--- config.mk ---
export PLATFORM = sky130hd
export DESIGN_NAME = alu_cmd_issuer
export DESIGN_NICKNAME = d
export VERILOG_FILES = /design/src/rtl/alu_pkg.sv /design/src/rtl/alu_cmd_fifo.sv /design/src/rtl/alu_cmd_issuer.sv
export SDC_FILE = /design/constraint.sdc
export NUM_CORES = 1
export LEC_CHECK = 0
export ABC_AREA = 0
export BUFFER_PORTS_ARGS = -buffer_cell sky130_fd_sc_hd__buf_2
export CAP_MARGIN = 20
export CORE_MARGIN = 2
export CORE_UTILIZATION = 51
export DETAILED_ROUTE_END_ITERATION = 7
export GPL_ROUTABILITY_DRIVEN = 0
export GPL_TIMING_DRIVEN = 0
export PLACE_DENSITY = 0.84
export SLEW_MARGIN = 15
export SYNTH_ARGS = -nofsm -noshare
export SYNTH_HDL_FRONTEND = slang
export SYNTH_SLANG_ARGS = --single-unit
--- constraint.sdc ---
create_clock -name clk -period 2.2 [get_ports clk]
set_input_delay 0.11 -clock clk [delete_from_list [all_inputs] [get_ports clk]]
set_output_delay 0.11 -clock clk [all_outputs]
set_load 0.01 [all_outputs]
--- src/rtl/alu_pkg.sv ---
// Shared constants, flag layout and FSM state type for the ALU command issuer.
package alu_pkg;

  localparam int ALU_DATA_W = 8;
  localparam int ALU_OP_W   = 4;
  localparam int ALU_MAX_OP = 8;

  // Opcodes the ALU decodes; anything above OPC_8 is rejected by the issuer.
  localparam logic [3:0] OPC_0 = 4'b0000;
  localparam logic [3:0] OPC_1 = 4'b0001;
  localparam logic [3:0] OPC_2 = 4'b0010;
  localparam logic [3:0] OPC_3 = 4'b0011;
  localparam logic [3:0] OPC_4 = 4'b0100;
  localparam logic [3:0] OPC_5 = 4'b0101;
  localparam logic [3:0] OPC_6 = 4'b0110;
  localparam logic [3:0] OPC_7 = 4'b0111;
  localparam logic [3:0] OPC_8 = 4'b1000;

  // Bit positions inside rsp_flags = {err, overflow, zero, carry}.
  localparam int FLG_CARRY = 0;
  localparam int FLG_ZERO  = 1;
  localparam int FLG_OVF   = 2;
  localparam int FLG_ERR   = 3;

  typedef enum logic [2:0] {
    ST_IDLE    = 3'd0,
    ST_ISSUE   = 3'd1,
    ST_WAIT    = 3'd2,
    ST_CAPTURE = 3'd3,
    ST_RESP    = 3'd4
  } state_t;

endpackage

--- src/rtl/alu_cmd_fifo.sv ---
// Synchronous command FIFO. Push is ignored when full, pop when empty;
// a simultaneous push and pop are both honoured. DEPTH must be a power of two.
module alu_cmd_fifo #(
  parameter int W     = 20,
  parameter int DEPTH = 4
) (
  input  logic                     clk,
  input  logic                     rst,
  input  logic                     push,
  input  logic [W-1:0]             wdata,
  input  logic                     pop,
  output logic [W-1:0]             rdata,
  output logic                     full,
  output logic                     empty,
  output logic [$clog2(DEPTH):0]   count
);

  localparam int AW = $clog2(DEPTH);

  logic [W-1:0]  mem_q [DEPTH];
  logic [AW-1:0] wr_ptr_q, wr_ptr_d;
  logic [AW-1:0] rd_ptr_q, rd_ptr_d;
  logic [AW:0]   count_q, count_d;
  logic          do_push, do_pop;

  assign full  = (count_q == (AW+1)'(DEPTH));
  assign empty = (count_q == '0);
  assign count = count_q;
  assign rdata = mem_q[rd_ptr_q];

  // Next pointer/count; pointers wrap naturally modulo DEPTH.
  always_comb begin
    do_push  = push & ~full;
    do_pop   = pop & ~empty;
    wr_ptr_d = do_push ? wr_ptr_q + AW'(1) : wr_ptr_q;
    rd_ptr_d = do_pop  ? rd_ptr_q + AW'(1) : rd_ptr_q;
    count_d  = count_q;
    if (do_push && !do_pop) count_d = count_q + (AW+1)'(1);
    if (do_pop && !do_push) count_d = count_q - (AW+1)'(1);
  end

  // Pointer and occupancy registers; reset flushes the FIFO.
  always_ff @(posedge clk) begin
    if (!rst) begin
      wr_ptr_q <= '0;
      rd_ptr_q <= '0;
      count_q  <= '0;
    end else begin
      wr_ptr_q <= wr_ptr_d;
      rd_ptr_q <= rd_ptr_d;
      count_q  <= count_d;
    end
  end

  // Storage array; contents need no reset since occupancy gates reads.
  always_ff @(posedge clk) begin
    if (do_push) mem_q[wr_ptr_q] <= wdata;
  end

endmodule

--- src/rtl/alu_cmd_issuer.sv ---
// ALU command issuer: buffers commands, issues one at a time to the ALU,
// waits its fixed latency, and returns result/flags in command order.
// Optional macro ALU_ISSUE_STATS_EN adds saturating stat_issued/stat_errors.
// Handshakes: a transfer happens on a rising edge where valid & ready are both
// high; a held valid keeps its payload stable until ready is seen.
module alu_cmd_issuer
  import alu_pkg::*;
#(
  parameter int DATA_W  = ALU_DATA_W,
  parameter int OP_W    = ALU_OP_W,
  parameter int MAX_OP  = ALU_MAX_OP,
  parameter int DEPTH   = 4,
  parameter int ALU_LAT = 1
) (
  input  logic              clk,
  input  logic              rst,
  input  logic              cmd_valid,
  output logic              cmd_ready,
  input  logic [DATA_W-1:0] cmd_a,
  input  logic [DATA_W-1:0] cmd_b,
  input  logic [OP_W-1:0]   cmd_op,
  output logic [DATA_W-1:0] alu_a,
  output logic [DATA_W-1:0] alu_b,
  output logic [OP_W-1:0]   alu_opcode,
  input  logic [DATA_W-1:0] alu_result,
  input  logic              alu_carry,
  input  logic              alu_zero,
  input  logic              alu_overflow,
  output logic              rsp_valid,
  input  logic              rsp_ready,
  output logic [DATA_W-1:0] rsp_result,
  output logic [3:0]        rsp_flags,
  output logic              busy
`ifdef ALU_ISSUE_STATS_EN
  ,
  output logic [15:0]       stat_issued,
  output logic [15:0]       stat_errors
`endif
);

  localparam int CMD_W = 2*DATA_W + OP_W;
  localparam int CNT_W = $clog2(ALU_LAT + 1);

  state_t            state_q, state_d;
  logic [CNT_W-1:0]  cnt_q, cnt_d;
  logic [DATA_W-1:0] alu_a_q, alu_a_d, alu_b_q, alu_b_d;
  logic [OP_W-1:0]   alu_op_q, alu_op_d;
  logic              rsp_valid_q, rsp_valid_d;
  logic [DATA_W-1:0] rsp_result_q, rsp_result_d;
  logic [3:0]        rsp_flags_q, rsp_flags_d;

  logic              fifo_full, fifo_empty, fifo_pop;
  logic [CMD_W-1:0]  fifo_rdata;
  logic [$clog2(DEPTH):0] fifo_count;
  logic [DATA_W-1:0] head_a, head_b;
  logic [OP_W-1:0]   head_op;
  logic              head_illegal;

  // Ready is forced low while reset is asserted so nothing is accepted.
  assign cmd_ready  = rst & ~fifo_full;
  assign alu_a      = alu_a_q;
  assign alu_b      = alu_b_q;
  assign alu_opcode = alu_op_q;
  assign rsp_valid  = rsp_valid_q;
  assign rsp_result = rsp_result_q;
  assign rsp_flags  = rsp_flags_q;
  assign busy       = (state_q != ST_IDLE) | ~fifo_empty;

  assign {head_a, head_b, head_op} = fifo_rdata;
  assign head_illegal = int'(head_op) > MAX_OP;

  alu_cmd_fifo #(.W(CMD_W), .DEPTH(DEPTH)) u_fifo (
    .clk   (clk),
    .rst   (rst),
    .push  (cmd_valid & cmd_ready),
    .wdata ({cmd_a, cmd_b, cmd_op}),
    .pop   (fifo_pop),
    .rdata (fifo_rdata),
    .full  (fifo_full),
    .empty (fifo_empty),
    .count (fifo_count)
  );

  // Next-state and datapath updates for the issue FSM.
  always_comb begin
    state_d      = state_q;
    cnt_d        = cnt_q;
    alu_a_d      = alu_a_q;
    alu_b_d      = alu_b_q;
    alu_op_d     = alu_op_q;
    rsp_valid_d  = rsp_valid_q;
    rsp_result_d = rsp_result_q;
    rsp_flags_d  = rsp_flags_q;
    fifo_pop     = 1'b0;
    case (state_q)
      ST_IDLE: begin
        if (!fifo_empty) state_d = ST_ISSUE;
      end
      ST_ISSUE: begin
        // Head is consumed here; an illegal op never touches the ALU inputs.
        fifo_pop = 1'b1;
        if (head_illegal) begin
          rsp_result_d          = '0;
          rsp_flags_d           = '0;
          rsp_flags_d[FLG_ERR]  = 1'b1;
          state_d               = ST_RESP;
        end else begin
          alu_a_d  = head_a;
          alu_b_d  = head_b;
          alu_op_d = head_op;
          cnt_d    = CNT_W'(ALU_LAT);
          state_d  = ST_WAIT;
        end
      end
      ST_WAIT: begin
        cnt_d = cnt_q - CNT_W'(1);
        if (cnt_q <= CNT_W'(1)) state_d = ST_CAPTURE;
      end
      ST_CAPTURE: begin
        rsp_result_d            = alu_result;
        rsp_flags_d             = '0;
        rsp_flags_d[FLG_CARRY]  = alu_carry;
        rsp_flags_d[FLG_ZERO]   = alu_zero;
        rsp_flags_d[FLG_OVF]    = alu_overflow;
        rsp_valid_d             = 1'b1;
        state_d                 = ST_RESP;
      end
      ST_RESP: begin
        // Error responses arrive here with valid low; raise it one cycle later.
        if (!rsp_valid_q) begin
          rsp_valid_d = 1'b1;
        end else if (rsp_ready) begin
          rsp_valid_d = 1'b0;
          state_d     = fifo_empty ? ST_IDLE : ST_ISSUE;
        end
      end
      default: state_d = ST_IDLE;
    endcase
  end

  // FSM state and output registers; reset discards any in-flight op.
  always_ff @(posedge clk) begin
    if (!rst) begin
      state_q      <= ST_IDLE;
      cnt_q        <= '0;
      alu_a_q      <= '0;
      alu_b_q      <= '0;
      alu_op_q     <= '0;
      rsp_valid_q  <= 1'b0;
      rsp_result_q <= '0;
      rsp_flags_q  <= '0;
    end else begin
      state_q      <= state_d;
      cnt_q        <= cnt_d;
      alu_a_q      <= alu_a_d;
      alu_b_q      <= alu_b_d;
      alu_op_q     <= alu_op_d;
      rsp_valid_q  <= rsp_valid_d;
      rsp_result_q <= rsp_result_d;
      rsp_flags_q  <= rsp_flags_d;
    end
  end

`ifdef ALU_ISSUE_STATS_EN
  logic [15:0] stat_issued_q, stat_issued_d;
  logic [15:0] stat_errors_q, stat_errors_d;

  assign stat_issued = stat_issued_q;
  assign stat_errors = stat_errors_q;

  // Saturating counters of captured results and rejected opcodes.
  always_comb begin
    stat_issued_d = stat_issued_q;
    stat_errors_d = stat_errors_q;
    if (state_q == ST_CAPTURE && stat_issued_q != 16'hFFFF)
      stat_issued_d = stat_issued_q + 16'd1;
    if (state_q == ST_ISSUE && head_illegal && stat_errors_q != 16'hFFFF)
      stat_errors_d = stat_errors_q + 16'd1;
  end

  // Statistics registers, cleared on reset.
  always_ff @(posedge clk) begin
    if (!rst) begin
      stat_issued_q <= '0;
      stat_errors_q <= '0;
    end else begin
      stat_issued_q <= stat_issued_d;
      stat_errors_q <= stat_errors_d;
    end
  end
`endif

endmodule

Word-level counts from Yosys, hierarchy flattened
Memory sizes are Yosys's and may differ from the RTL's. A register that Yosys moved wholly into a read port is not among the register bits. Index checks and enable logic that the tools add are counted. W data, S select, Z words.

Register bits after elaboration: 44. Memory bits (writable): 80. Output and inout bits: 35. Logic and storage cells: 76. Memories: 1.

Add/subtract/negate cells: 5. Order comparisons: 2. Equality and inequality tests: 11. Mux-type cells: 23. Bitwise gates (word level): 8. Reduce and logical (&&, ||, !) cells: 15.

Memories: u_fifo.mem_q (words 4, bits a word 20, rd ports 1, clocked after memory_dff 1, wr ports 1, RTL line alu_cmd_fifo.sv:20) `logic [W-1:0] mem_q [DEPTH];`.

Operators with widths (number): $mux W3 (7); $pmux W8 S2 (1); $pmux W3 S5 (1); $ne A2 B2 Y1 const B (6); $mux W8 (1); $pmux W4 S2 (1); $reduce_bool A2 Y1 (4); $mux W1 (7); $eq A3 B2 Y1 const B (2); $eq A3 B3 Y1 const B (2); $logic_not A3 Y1 (2); $reduce_and A2 Y1 (3); $add A2 B1 Y2 const B (2); $and A1 B1 Y1 (4); $gt A4 B4 Y1 const B (1); $mux W2 (2); $mux W4 (1); $pmux W1 S2 (2); $reduce_and A4 Y1 (1); $add A3 B1 Y3 const B (1); $eq A3 B1 Y1 const B (1); $not A1 Y1 (3); $reduce_bool A3 Y1 (1); $sub A3 B1 Y3 const B (1); 5 further kinds (7).

Logic depth before layout (Yosys ltp)
Gate-level depths: netlist (run 1).

Word-level depth: 8. Gate-level depth with buffers: 8. Gate-level depth less buffers: 8.

By module
Synthesis (run 1) repeated with hierarchy kept, for this count alone.

Cells, all modules: 326. Area total of the unflattened synthesis: 4933.5 sq um.

Modules (own cells, without submodules): alu_cmd_fifo (instances 1, cells each 158, area an instance 3379.5 sq um); alu_cmd_issuer (instances 1, cells each 168, area an instance 1554.0 sq um).

Least setup slack after synthesis (run 1)
OpenSTA, ideal clock, no wires.

Kind: reg2reg. Start point: register u_fifo.count_q[0] (netlist: u_fifo.count[0]). End point: register u_fifo.count_q[2] (netlist: u_fifo.count[2]). Setup time: 0.071 ns. Arrival: 2.254 ns. Required time: 2.129 ns. Setup slack: -0.125 ns. Stages on the path, launching flop included: 9. Cell sequence: dfxtp_1 > nor2_1 > a211oi_1 > inv_1 > ha_1 > fa_1 > xnor2_1 > or3_1 > a21oi_1.

Cells in the longest elaborated chain, start to end: 8. Elaborated cells between the ends (all ways): 17. Classes of those cells: 2 x add/sub; 1 x eq/ne; 2 x mux; 6 x bitwise; 6 x reduce/logical.

RTL lines: from (decl) (RTL line alu_cmd_fifo.sv:23) `logic [AW:0] count_q, count_d;`; from (signal assigned) (RTL line alu_cmd_fifo.sv:51) `count_q <= count_d;`; $eq A3 B3 Y1 (RTL line alu_cmd_fifo.sv:26) `assign full = (count_q == (AW+1)'(DEPTH));`; $not A1 Y1 (RTL line alu_cmd_fifo.sv:33, alu_cmd_issuer.sv:60); $and A1 B1 Y1 (RTL line alu_cmd_issuer.sv:60) `assign cmd_ready = rst & ~fifo_full;`; $and A1 B1 Y1 (RTL line alu_cmd_issuer.sv:75) `.push (cmd_valid & cmd_ready),`; $and A1 B1 Y1 (RTL line alu_cmd_fifo.sv:33) `do_push = push & ~full;`; $logic_not A1 Y1 (RTL line alu_cmd_fifo.sv:39) `if (do_pop && !do_push) count_d = count_q - (AW+1)'(1);`; $logic_and A1 B1 Y1 (RTL line alu_cmd_fifo.sv:39); $mux W3 / $reduce_bool A2 Y1 (equally long branches).

Several ways; a longest one is shown, not always the timed one. The select of a mux whose other input is x is not followed. A chain may end at the register's enable or synchronous reset.

Worst setup path in the final report (run 1)
Start point: register u_fifo.count_q[0] (netlist: u_fifo.count[0]). End point: register u_fifo.count_q[2] (netlist: u_fifo.count[2]).

Elaborated cells between the ends (all ways): 17. Classes of those cells: 2 x add/sub; 1 x eq/ne; 2 x mux; 6 x bitwise; 6 x reduce/logical.

RTL lines: $logic_not A3 Y1 * (RTL line alu_cmd_fifo.sv:27) `assign empty = (count_q == '0);`; $not A1 Y1 * (RTL line alu_cmd_fifo.sv:34) `do_pop = pop & ~empty;`; $and A1 B1 Y1 * (RTL line alu_cmd_fifo.sv:34); net u_fifo.do_pop (RTL line alu_cmd_fifo.sv:24) `logic do_push, do_pop;`; $logic_not A1 Y1 (RTL line alu_cmd_fifo.sv:38) `if (do_push && !do_pop) count_d = count_q + (AW+1)'(1);`; $logic_and A1 B1 Y1 (RTL line alu_cmd_fifo.sv:38); $reduce_bool A2 Y1 (no line).

Mark *: on every way through the listed nets, which the timed path passes. The rest lies on a longest branch. The select of a mux whose other input is x is not followed.

==> results of run 1 <==
==> layer usage <==
layer | share of wire (%) | vias up | wire length (um)
met5 | 0 | - | 0
met4 | 1.6 | 0 | 150
met3 | 6.0 | 12 | 576
met2 | 52 | 94 | 5036
met1 | 40 | 1383 | 3880
li1 | - | 1342 | -
==> layout make-up <==
type | instances | area share (%)
Multi-Input combinational cell | 146 | 22.00
Clock inverter | 14 | 2.600
Buffer | 13 | 1.341
Inverter | 5 | 0.3047
Timing Repair Buffer | 103 | 11.05
Sequential cell | 125 | 53.67
Clock buffer | 18 | 6.784
Tap cell | 111 | 2.255
==> Yosys cell counts, drive strengths merged, types with 3 or more instances <==
library cell	n
a211oi	3
a21oi	5
a22o	11
and2	4
buf	4
clkbuf	9
dfxtp	45
edfxtp	80
ha	5
inv	4
mux2i	20
mux4	20
nand2	39
nor2	10
nor3	3
o21ai	4
xnor2	3
==> stage by stage <==
stage / TNS, ns / hold slack [ns] / instance area, sq um / util, % / worst slack [ns]
6_report: 0 / 0.01752 / 6160 / 67.62 / 0.06971
2_1_floorplan: 0 / 0.2089 / 4718 / - / 0.06146
5_1_grt: -0.01289 / 0.02353 / 6160 / 67.62 / -0.01169
4_1_cts: 0 / 0.01286 / 6125 / 67.24 / 0.01544
3_5_place_dp: -13.75 / 0.3275 / 5202 / 57.12 / -0.2069
3_3_place_gp: -6.114 / 0.3203 / 5202 / 57.12 / -0.08968
==> timing repair <==
item	4_1_cts	5_1_grt
hold buffers	32	0
gates resized for setup	10	6
pin swaps	1	3
endpoints found under the hold margin	94	0
setup buffers	0	2
endpoints found under the setup margin	101	21
==> worst max path at each step <==
| stage | end | slack [ns] | depth (start not counted) | start |
|---|---|---|---|---|
| 3_5_place_dp | u_fifo.count[2]$_SDFFE_PN0P_ | -0.21 | 9 | rst |
| 5_1_grt | u_fifo.count[2]$_SDFFE_PN0P_ | -0.01 | 7 | u_fifo.count[0]$_SDFFE_PN0P_ |
| 6_report | u_fifo.count[2]$_SDFFE_PN0P_ | 0.07 | 7 | u_fifo.count[0]$_SDFFE_PN0P_ |
| 4_1_cts | u_fifo.count[2]$_SDFFE_PN0P_ | 0.02 | 7 | state_q[0]$_SDFFE_PN0P_ |
| 3_3_place_gp | u_fifo.count[2]$_SDFFE_PN0P_ | -0.09 | 9 | rst |
| 2_1_floorplan | u_fifo.count[2]$_SDFFE_PN0P_ | 0.06 | 8 | u_fifo.count[0]$_SDFFE_PN0P_ |
==> tightest hold or removal path, delay by kind of cell <==
kind,cells,cell delay [ns]
buffers and inverters,1,0.10
and+or+nand+nor,1,0.09
AOI/OAI and AO/OA,2,0.20
==> power by group through the flow <==
stage / sequential [mW] / clock, mW / combinational (mW)
2_1_floorplan: 2.69 / 0 / 0.271
3_3_place_gp: 2.67 / 0 / 0.419
3_5_place_dp: 2.68 / 0 / 0.433
4_1_cts: 2.64 / 2.71 / 0.491
5_1_grt: 2.64 / 2.84 / 0.541
6_report: 2.64 / 2.68 / 0.499
==> flip-flops by register name, indices dropped and copies added (netlist names), named ones only <==
register / count
alu_opcode: 4
u_fifo.mem_q: 80
rsp_valid: 1
alu_a: 8
rsp_flags: 4
alu_b: 8
state_q: 3
u_fifo.rd_ptr_q: 2
u_fifo.count: 3
u_fifo.wr_ptr_q: 2
rsp_result: 8
==> cells by family after synthesis <==
kind of cell | count (synthesis)
DFF | 125
adders and majority gates | 6
buffers and inverters | 18
and+or+nand+nor | 68
xor gates and xnor gates | 5
AOI/OAI and AO/OA | 27
muxes | 40
==> results by group, run 1 <==
Outcome
  – Status: completed

CTS
  – Root buf cell: clkbuf_8
  – Clock Path Buffers: 2
  – H-tree depth: 4
  – CTS buffer count: 17
  – Clock latency at the later pin of the worst-skew pair: 0.52 ns
  – CTS clk-pin slew, worst paths: around 0.060 ns
  – Clock Sinks: around 130
  – CTS tree: yes

Synthesis
  – Dominant cell type by area after synthesis: edfxtp_1
  – Avg Cell Area, Syn: 16.31 sq um
  – Synth Cell Area: ~4700 sq um
  – Mux contribution to synthesized area: 13.80%
  – Sequential-to-total area share from yosys stat: a little over two thirds
  – Post-synth EDFFs: 80
  – Distinct cells, synth: 35
  – Largest family of logic cells by synthesized area: multiplexers
  – Asr flop ratio synth: 0%
  – Synth Area in Simple Gates: 7.035%
  – Compound-Gate Fraction of Synth Area: roughly 4.5%
  – Ys Warns: 0
  – Synth top area cells: edfxtp_1 51%, dfxtp_1 19%, mux4_2 9.6%
  – Post-Synth Adder-Cell Area: between 1.5 and 2%
  – Main flop type after synthesis: edfxtp_1
  – Proportion of netlist area held by the largest area contributor: ~50%
  – Synth Area in XOR/XNOR: less than 1%
  – Mapped Cells: between 200 and 300
  – Synth Register Bits: roughly 130
  – Syn_nets: 330

Power
  – Int Pwr: around 4.5 mW
  – Clock power frac: roughly 46%
  – PD cells: 944.3 nW/um^2
  – Max VDD drop: 0.0007867 V
  – NetSw: between 1 and 1.5 mW
  – Leakage power: between 2 and 2.5 nW
  – Power Total: around 5.8 mW
  – Sw frac: 23.34%
  – Flop pwr share: between 40% and 50%
  – Comb pwr share: roughly 8.6%

Timing
  – Worst Skew: roughly 0.008 ns
  – Worst-Margin Slew: ~0.62 ns
  – Period utilization: 96.83%
  – Final setup fails: 0
  – Final hold vios: 0
  – Slew Limit Fails: 0
  – Max Freq: between 400 and 500 MHz
  – RSZ-0062 raised after global routing: yes
  – Slew Limit Headroom: approximately three fifths
  – Fin crit period: around 2.1 ns

GRT
  – Remaining global-route overflow: 0
  – Total GRT Usage: around a fifth
  – GR Layer Usage met1: a little under a quarter
  – Met2 Use GR: a little over a third
  – Met3 usage: 7.382%
  – Largest net degree at the start of global routing: 21
  – Initial antenna violation count: 0
  – Vias in the first global route: approximately 3,000
  – First-pass GRT wire length: 14,950 um
  – GRT Max-Usage Layer: met2

Die
  – Boundary Pins: 70
  – Core footprint: approximately 9100 sq um
  – Chip Width: between 100 and 150 um
  – Initial Util: roughly half
  – Die footprint: 10,030 sq um
  – Die outline height: around 100 um
  – Cell row count: 35

Route
  – Total number of vias: approximately 2,800
  – # DRC: 0
  – 1st-pass router iterations: 5
  – Drt first-iter violations: about 190
  – ANT nets after route: 0
  – Final wirelength: just under 10,000 um
  – Vias/cell: approximately 5.3
  – Drt wl/cell: between 15 and 20 um

Critical path
  – Startpoint Class: register
  – WP data required: roughly 2.7 ns
  – Reg2Reg Launch Point: u_fifo.count[0]$_SDFFE_PN0P_
  – Delay-heaviest family, CP: simple AND/OR/NAND/NOR gates
  – Reg2Reg Setup Slack: 0.07 ns
  – CP Class: register to register
  – Critical Path Fanout Max: 4
  – Crit-path slowest cell: or3_4
  – WP data arrival: ~2.6 ns
  – Buf+Inv Stages, Crit Path: 0
  – R2R cell count: 7
  – Reg2reg end: u_fifo.count[2]$_SDFFE_PN0P_
  – Crit path largest cell delay: ~0.40 ns
  – CP endpoint kind: register
  – Crit-path cells: or3_4 -> nor2b_2 -> ha_2 -> fa_2 -> xnor2_1 -> or3_1 -> a21oi_2

Final layout
  – Most frequent cells in the layout: 80 x edfxtp_1, 70 x buf_2, 43 x dfxtp_1
  – Share of layout cells above drive strength 1: approximately a third
  – Final Non-Filler Cells: ~540
  – Fill count: approximately 580
  – Ant diodes: 0
  – Final #Nets: about 450
  – Layout area overhead: 30.69%
  – Sequential cell area: 3306 sq um
  – Footprint of the multi-input gates: around 1400 sq um
  – Commonest non-fill, non-tap cell in the layout: edfxtp_1

Worst hold path
  – WHS Endpoint: rsp_flags[0]$_SDFFE_PN0P_
  – Worst Hold Launch: rst
  – Hold Crit Depth: 4
  – Hold Crit Class: primary input to register

Job
  – Max Cap Viol: 0

Placement
  – Placed cells: 469
  – Dpl hpwl: between 5000 and 6000 um
  – Port-buffer cells: approximately 70
Note: power is estimated with default switching activity, not from simulation.
==> run 2: changes to the inputs <==
--- a/config.mk
+++ b/config.mk
@@ -6,14 +6,14 @@
 export NUM_CORES = 1
 export LEC_CHECK = 0
 export ABC_AREA = 0
-export BUFFER_PORTS_ARGS = -buffer_cell sky130_fd_sc_hd__buf_2
 export CAP_MARGIN = 20
 export CORE_MARGIN = 2
-export CORE_UTILIZATION = 51
+export CORE_UTILIZATION = 55
 export DETAILED_ROUTE_END_ITERATION = 7
+export DONT_BUFFER_PORTS = 1
 export GPL_ROUTABILITY_DRIVEN = 0
 export GPL_TIMING_DRIVEN = 0
-export PLACE_DENSITY = 0.84
+export PLACE_DENSITY = 0.82
 export SLEW_MARGIN = 15
 export SYNTH_ARGS = -nofsm -noshare
 export SYNTH_HDL_FRONTEND = slang
==> run 2 against run 1 <==
  * First-iteration DRC count down 16%
  * Clock-buffer cell count up 8
  * Global-route usage up 0.66 points
  * Flip-flop and latch count unchanged
  * Largest cell class unchanged
  * Cell area down 4.4%
  * Total power up 1.4%
  * Hold slack worse by 0.00069 ns
  * Critical endpoint unchanged
==> results by group, run 2 (synthesized netlist as in run 1, its figures left out) <==
Critical path
  – WP data arrival: 2.62 ns (+0.04 ns)
  – CP endpoint kind: register
  – CP Class: register to register
  – Startpoint Class: register
  – R2R cell count: 7 (unchanged)
  – WP data required: 2.64 ns (about the same)
  – Critical Path Fanout Max: 4 (unchanged)

Route
  – ANT nets after route: 0 (unchanged)
  – Total number of vias: 2,653 (-6.3%)
  – Vias/cell: 5.730 (+8.3%)
  – Drt wl/cell: 20.72 um (+15%)
  – 1st-pass router iterations: 4 (-1)
  – Final wirelength: 9595 um (-0.51%)
  – Drt first-iter violations: 157 (-16%)
  – # DRC: 0 (unchanged)

Timing
  – Sum Neg Setup Slack: 0 ns (unchanged)
  – Period utilization: 99.02% (+2.2 points)
  – RSZ-0062 raised after global routing: yes
  – Slew Limit Fails: 0 (unchanged)
  – Final hold vios: 0 (unchanged)
  – Final setup fails: 0 (unchanged)
  – Worst Skew: 0.01301 ns (+0.005078 ns)
  – Max Freq: 459.0 MHz (-2.2%)
  – Worst-Margin Slew: 0.6745 ns (+0.05249 ns)
  – Fin crit period: 2.179 ns (+0.04822 ns)
  – Worst setup margin: 0.02149 ns (-0.04822 ns)
  – Slew Limit Headroom: 55.03% (-3.5 points)

GRT
  – Largest net degree at the start of global routing: 21 (unchanged)
  – First-pass GRT wire length: 13,720 um (-8.2%)
  – Initial antenna violation count: 0 (unchanged)
  – Vias in the first global route: 2,702 (-10%)
  – Remaining global-route overflow: 0 (unchanged)
  – Total GRT Usage: 21.07% (+0.66 points)

Power
  – PD cells: 1001 nW/um^2 (+6.0%)
  – Power Total: 5.898 mW (+1.4%)
  – Leakage power: 2.138 nW (-11%)
  – Max VDD drop: 0.0006824 V (-13%)

CTS
  – CTS tree: yes
  – CTS clk-pin slew, worst paths: 0.06 ns (about the same)
  – CTS buffer count: 17 (unchanged)
  – Root buf cell: clkbuf_8
  – H-tree depth: 4 (unchanged)
  – Clock Path Buffers: 2 (unchanged)
  – Clock Sinks: 125 (unchanged)
  – Clock latency at the later pin of the worst-skew pair: 0.51 ns (about the same)

Final layout
  – Max reg flops: 80 (unchanged)
  – Reg with most FFs: u_fifo.mem_q
  – Layout area overhead: 24.95%
  – Most frequent cells in the layout: 80 x edfxtp_1, 42 x dfxtp_1, 39 x nand2_1
  – Ant diodes: 0 (unchanged)
  – Share of layout cells above drive strength 1: 21.79% (-12 points)
  – Final #Nets: 386 (-15%)
  – Commonest non-fill, non-tap cell in the layout: edfxtp_1

Placement
  – Dpl hpwl: 5439 um (-2.5%)
  – Setup WS pre-CTS: -0.1423 ns (+0.06460 ns)
  – Port-buffer cells: 0 (-100%)

Die
  – Die footprint: 9326 sq um (-7.0%)
  – Chip Width: 96.57 um (-3.6%)
  – Die outline height: 96.57 um (-3.6%)
  – Initial Util: 57.08% (+5.3 points)
  – Core footprint: 8258 sq um (-9.3%)
  – Cell row count: 33 (-5.7%)
  – Boundary Pins: 70 (unchanged)

Worst hold path
  – Hold Crit Class: primary input to register
  – Hold Crit Depth: 3 (-1)

Outcome
  – Status: completed

Job
  – Max Cap Viol: 0 (unchanged)
run 2: changes by cell type in the layout (fill, tap and decap cells not counted), sizes merged, moves of 2 or more:
cell	change
buf	-68
clkbuf	+8
clkinv	-2
clkinvlp	-3
dlygate4sd3	+2
inv	-2
run 2: per-stage QoR:
step | instances | util, % | cell area [sq um] | hold slack (ns)
after CTS | 463 | 70.88 | 5853 | 0.006679
after detailed placement | 394 | 58.73 | 4850 | 0.2090
final | 463 | 71.32 | 5889 | 0.01683
after global routing | 463 | 71.32 | 5889 | 0.03827
after floorplan | 289 | - | 4718 | 0.2089
after global placement | 394 | 58.73 | 4850 | 0.2090
run 2: layout make-up:
class,count,area [sq um]
timing repair buffer,37,362.8
fill,511,2369
multi-input combinational,146,1360
inverter,5,22.52
sequential,125,3309
clock buffer,26,555.5
clock inverter,6,65.06
tap,105,131.4
buffer,13,82.58
run 2: critical path, cell delays in order (launching register included):
cell     delay (ns)
dfxtp_4        0.37
or3_4          0.40
nor2b_4        0.15
ha_2           0.20
fa_2           0.35
xnor2_1        0.15
or3_1          0.33
a21oi_2        0.14
run 2: final timing paths:
path                                                     end                          from  slack [ns]
worst max-delay path            u_fifo.count[2]$_SDFFE_PN0P_  u_fifo.count[0]$_SDFFE_PN0P_        0.02
worst min-delay path              alu_opcode[1]$_SDFFE_PN0P_                           rst        0.02
worst max register to register  u_fifo.count[2]$_SDFFE_PN0P_  u_fifo.count[0]$_SDFFE_PN0P_        0.02
worst min register to register         alu_b[6]$_SDFFE_PN0P_         alu_b[6]$_SDFFE_PN0P_        0.51
run 2: layer usage:
layer | share of wire [%] | GRT usage [%]
met3 | 6.7 | 5.508
met1 | 40 | 24.49
met2 | 52 | 37.21
met5 | 0 | 0
met4 | 1.1 | 8.568
run 2: power breakdown:
group / internal (mW) / leakage (nW) / switching [mW]
combinational: 0.205 / 0.734 / 0.229
clock: 1.84 / 0.311 / 0.962
sequential: 2.59 / 1.09 / 0.0740
run 2: what timing repair did:
item / in CTS / in global routing
hold buffers: 34 / 0
gates resized for setup: 6 / 14
hold endpoints to repair: 98 / 0
buffers inserted: 3 / 0
pin swaps: 1 / 1
endpoints found under the setup margin: 102 / 101
